--- config.mk ---
export PLATFORM = sky130hd
export DESIGN_NAME = gcd_scheduler
export DESIGN_NICKNAME = d
export VERILOG_FILES = /design/src/rtl/gcd_scheduler.sv
export SDC_FILE = /design/constraint.sdc
export NUM_CORES = 1
export LEC_CHECK = 0
export BUFFER_PORTS_ARGS = -buffer_cell sky130_fd_sc_hd__buf_2
export CORE_AREA = 2 2 166 168
export CTS_BUF_LIST = sky130_fd_sc_hd__clkbuf_4 sky130_fd_sc_hd__clkbuf_8 sky130_fd_sc_hd__clkbuf_16
export DETAILED_ROUTE_END_ITERATION = 10
export DIE_AREA = 0 0 168 170
export PLACE_DENSITY = 0.76
export SYNTH_ARGS = -nofsm -noshare
export SYNTH_HDL_FRONTEND = slang
export SYNTH_SLANG_ARGS = --single-unit
--- constraint.sdc ---
create_clock -name clk -period 17.6 [get_ports clk]
set_clock_uncertainty 0.05 [all_clocks]
set_input_delay 5.28 -clock clk [delete_from_list [all_inputs] [get_ports clk]]
set_output_delay 5.28 -clock clk [all_outputs]
set_load 0.02 [all_outputs]
--- src/rtl/gcd_scheduler.sv ---
// Round-robin front end that shares one gcd engine among N requesters.
// Accepts one job at a time, runs it on the engine and returns a tagged, cycle-counted response.
module gcd_scheduler #(
  parameter int N  = 4,
  parameter int W  = 32,
  parameter int CW = 32,
  localparam int IW = $clog2(N)
) (
  input  logic           clk,
  input  logic           reset,
  input  logic [N-1:0]   req_valid,
  output logic [N-1:0]   req_ready,
  input  logic [N*W-1:0] req_a,
  input  logic [N*W-1:0] req_b,
  output logic           rsp_valid,
  input  logic           rsp_ready,
  output logic [IW-1:0]  rsp_id,
  output logic [W-1:0]   rsp_result,
  output logic [CW-1:0]  rsp_cycles,
  output logic           eng_start,
  output logic [W-1:0]   eng_a,
  output logic [W-1:0]   eng_b,
  input  logic [W-1:0]   eng_result,
  input  logic           eng_done
);

  typedef enum logic [1:0] {IDLE, ISSUE, WAIT, RESP} state_t;

  state_t        state, state_next;
  logic [IW-1:0] ptr, ptr_next;
  logic [IW-1:0] grant_id;
  logic          grant_found;
  logic [IW:0]   scan_idx;
  logic          accept;
  logic [CW-1:0] counter, counter_inc;

  // Rotating-priority search: first valid requester at or after ptr, wrapping mod N.
  always_comb begin
    grant_found = 1'b0;
    grant_id    = '0;
    scan_idx    = '0;
    for (int k = 0; k < N; k++) begin
      scan_idx = {1'b0, ptr} + (IW+1)'(k);
      if (scan_idx >= (IW+1)'(N)) scan_idx = scan_idx - (IW+1)'(N);
      if (!grant_found && req_valid[scan_idx[IW-1:0]]) begin
        grant_found = 1'b1;
        grant_id    = scan_idx[IW-1:0];
      end
    end
  end

  assign ptr_next    = (grant_id == IW'(N - 1)) ? '0 : grant_id + 1'b1;
  assign counter_inc = (counter == '1) ? counter : counter + 1'b1;

  // NOTE: sequential state uses non-blocking assignments so every register samples pre-edge values.
  always_ff @(posedge clk or posedge reset) begin
    if (reset) state <= IDLE;
    else       state <= state_next;
  end

  // NOTE: every output of this block gets a default first, otherwise unassigned paths infer latches.
  always_comb begin
    state_next = state;
    req_ready  = '0;
    eng_start  = 1'b0;
    rsp_valid  = 1'b0;
    accept     = 1'b0;
    case (state)
      IDLE: begin
        // Gated by reset so req_ready drops asynchronously even with requests pending.
        if (grant_found && !reset) begin
          req_ready[grant_id] = 1'b1;
          accept              = 1'b1;
          state_next          = ISSUE;
        end
      end
      ISSUE: begin
        eng_start  = 1'b1;
        state_next = WAIT;
      end
      WAIT: begin
        if (eng_done) state_next = RESP;
      end
      RESP: begin
        rsp_valid = 1'b1;
        if (rsp_ready) state_next = IDLE;
      end
      default: state_next = IDLE;
    endcase
  end

  always_ff @(posedge clk or posedge reset) begin
    if (reset) begin
      ptr        <= '0;
      eng_a      <= '0;
      eng_b      <= '0;
      rsp_id     <= '0;
      counter    <= '0;
      rsp_result <= '0;
      rsp_cycles <= '0;
    end else begin
      // Operands go straight to the engine ports and stay there until the next acceptance.
      if (accept) begin
        eng_a  <= req_a[grant_id*W +: W];
        eng_b  <= req_b[grant_id*W +: W];
        rsp_id <= grant_id;
        ptr    <= ptr_next;
      end
      if (state == ISSUE) counter <= '0;
      if (state == WAIT) begin
        counter <= counter_inc;
        if (eng_done) begin
          rsp_result <= eng_result;
          rsp_cycles <= counter_inc;
        end
      end
    end
  end

endmodule

==> impl_metrics.yaml <==
yosys:
  synthTopCellsByArea: "dfrtp_1 (43%), a211oi_1 (10%), and3_1 (8.6%)"
  synth_common_cells: "nand2_1 (219), dfrtp_1 (166), and3_1 (135), a211oi_1 (131), clkbuf_1 (92)"
  synth_ff_type: "dfrtp_1"
  syn_inst: 1121
  synth_edf_count: 0
  yosys_warnings: 0
  yosysMostFrequentCell: "nand2_1"
  synth_top_area_share_pct: 42.50
  avgSynthCellArea_um2: 8.718
  synth_top_area_cell: "dfrtp_1"
  syn_nets: 1424
  synthArstFlopShare_pct: 100.0
  ys_types: 63
  mappedNetlistArea_mm2: 0.009773
  ys_ff_latch: 166
  yosysSeqAreaShare_pct: 42.50
detailed_routing:
  drc: 0
  vias_per_cell: 5.589
  dr.pass1.iters: 5
  drt_iter0_drc: 738
  ant_nets: 0
  wl_per_cell_um: 19.88
  totalWireLength_um: 36420
  num_vias: 10239
timing:
  hold_viol_final: 0
  worstMarginPinSlew_ns: 1.096
  maxSlewViolCount: 0
  fin_crit_ns: 12.56
  fin_crit_sh_pct: 71.37
  fin_ws_ns: 5.039
  fin_tns_setup_ns: 0
  maxSlewHeadroom_pct: 26.96
  setup_viol: 0
  fmax_mhz: 79.61
  rsz0062_at_grt: "false"
power_and_ir_drop:
  p_sw_share_pct: 46.98
  p_sw_mw: 0.8895
  power.total_mw: 1.893
  internal-power_mw: 1.004
  power_density_mw_per_mm2: 150.7
  pwr-share-comb_pct: 48.8
  ir_drop_v: 0.00006149
  p_leak_nw: 6.445
  clkPwrFrac_pct: 20.1
  p_seq_share_pct: 31.1
global_routing:
  antenna_found_initial: 8
  grtUsageTotal_pct: 25.08
  grt_first_pass_wirelength_um: 55740
  first_global_vias: 9572
  grt_max_degree: 114
  grt-ovfl-total: 0
layout:
  instances_no_fill: 1832
  syn2layout_area_growth_pct: 28.54
  drive_gt1_share_pct: 33.83
  utilization_pct: 47.14
  fin_nets: 1774
die:
  dieArea_mm2: 0.02856
  die_x_um: 168
  chipHeight_um: 170
  io_pins: 432
  core_mm2: 0.02665
  start_util_pct: 36.67
  rows: 60
flow_run:
  cap_violations: 0
clocking:
  cts.sinks: 166
  cts_resized: 0
  cts_max_level: 4
  cts_root_buffer: "clkbuf_16"
  cts_buffers: 17
  cts_tree: "done"
  clk-insertion-delay-late_ns: 0.44
  clk_pin_slew_ns: 0.06
  cts_setup_buffers: 0
  ctsHoldBuffers: 0
  cts_buffer_depth: 2
place:
  place_inst: 1793
  dp_slack_ns: 5.056
  io_buffers: 431
  place_congestion: 0.9438
  dp_hpwl_um: 26830
setup_path:
  cp-end-kind: "output pin"
  critical_path_class: "input pin to output pin"
  cp_max_fo: 73
  cp_data_arrival_time_ns: 7.23
  required_ns: 12.27
  startpoint_type: "input pin"
worst_hold_path:
  hold_path.class: "flop to flop"
outcome:
  status: "complete, no violations"
-- critical path, cell delays in order --
cell and delay (ns):
buf_2 0.12, nor2b_1 0.15, o21bai_4 0.11, buf_4 0.54, nand2_4 0.30, inv_1 0.21, ha_1 0.17, and3_1 0.16
buf_2 0.17
-- placed cells by master (no fill, tap or decap), types with 7 or more instances in the layout --
cell       Yosys  routed
a211o_1        8       8
a211oi_1     131     131
a21oi_1        8       8
a31oi_1       15      15
and3_1       135     135
buf_2          5     431
buf_4          2      13
clkbuf_16      0      17
dfrtp_1      166     166
diode_2        0       7
ha_1           7       7
inv_1         14      12
nand2_1      219     216
nand3_1       29      29
nand4_1       11      11
nor2_1        38      37
nor3_1        11      11
o21ai_0       33      33
o31ai_1       70      70
or3_1          9       9
or4_1          7       7
xnor2_1       13      13
-- sequential cells by signal (all words and copies together) (netlist names) --
name	cells
rsp_cycles	32
state	2
rsp_result	32
counter	32
eng_a	32
eng_b	32
rsp_id	2
ptr	2
-- per-layer routing --
metal	part of all wire [%]	global-route usage, %
met5	0	0
met2	50	43.59
met1	41	31.61
met3	6.5	5.140
met4	2.1	7.259
-- power by group through the flow --
stage                     sequential (mW)  combinational, mW  clock (mW)
final                               0.590              0.924       0.380
after global routing                0.605               1.01       0.402
after CTS                           0.590              0.931       0.386
after detailed placement            0.594              0.930           0
after global placement              0.591              0.916           0
after floorplan                     0.740              0.454           0
-- per-stage QoR --
stage	area, um2	hold slack (ns)
floorplan	9773	0.4657
detailed placement	11950	0.4068
global placement	11950	0.4022
finish	12560	0.4223
global route	12560	0.4418
CTS	12540	0.4256
-- cell families after synthesis --
group | Yosys count | synth area share (%)
AND/OR/NAND/NOR | 495 | 25.50
AO/OA/AOI/OAI | 302 | 22.72
flip-flops | 166 | 42.50
buffers and inverters | 128 | 6.209
XOR/XNOR | 16 | 1.434
multiplexers | 7 | 0.7298
adder cells (fa/ha/maj) | 7 | 0.8961
-- layout make-up --
class | instances | area, um2
Sequential cell | 166 | 4154
Antenna cell | 7 | 17.52
Fill cell | 2585 | 14090
Clock inverter | 14 | 153.9
Multi-Input combinational cell | 827 | 5055
Inverter | 15 | 61.31
Tap cell | 341 | 426.7
Clock buffer | 18 | 439.2
Timing Repair Buffer | 444 | 2255
-- path summary, 6_finish.rpt --
path / endpoint / slack [ns] / from / cells past startpoint
setup / recovery: req_ready[3] / 5.04 / req_valid[0] / 9
hold / removal: eng_a[22] / 0.42 / eng_a[22] / 2
setup reg to reg: counter[31] / 14.33 / counter[3] / 5
hold reg to reg: eng_a[22] / 0.42 / eng_a[22] / 2
max in group asynchronous: eng_a[22] / 10.97 / reset / 3
min in group asynchronous: ptr[1] / 4.97 / reset / 2
Power figures use the tool's default switching activity.
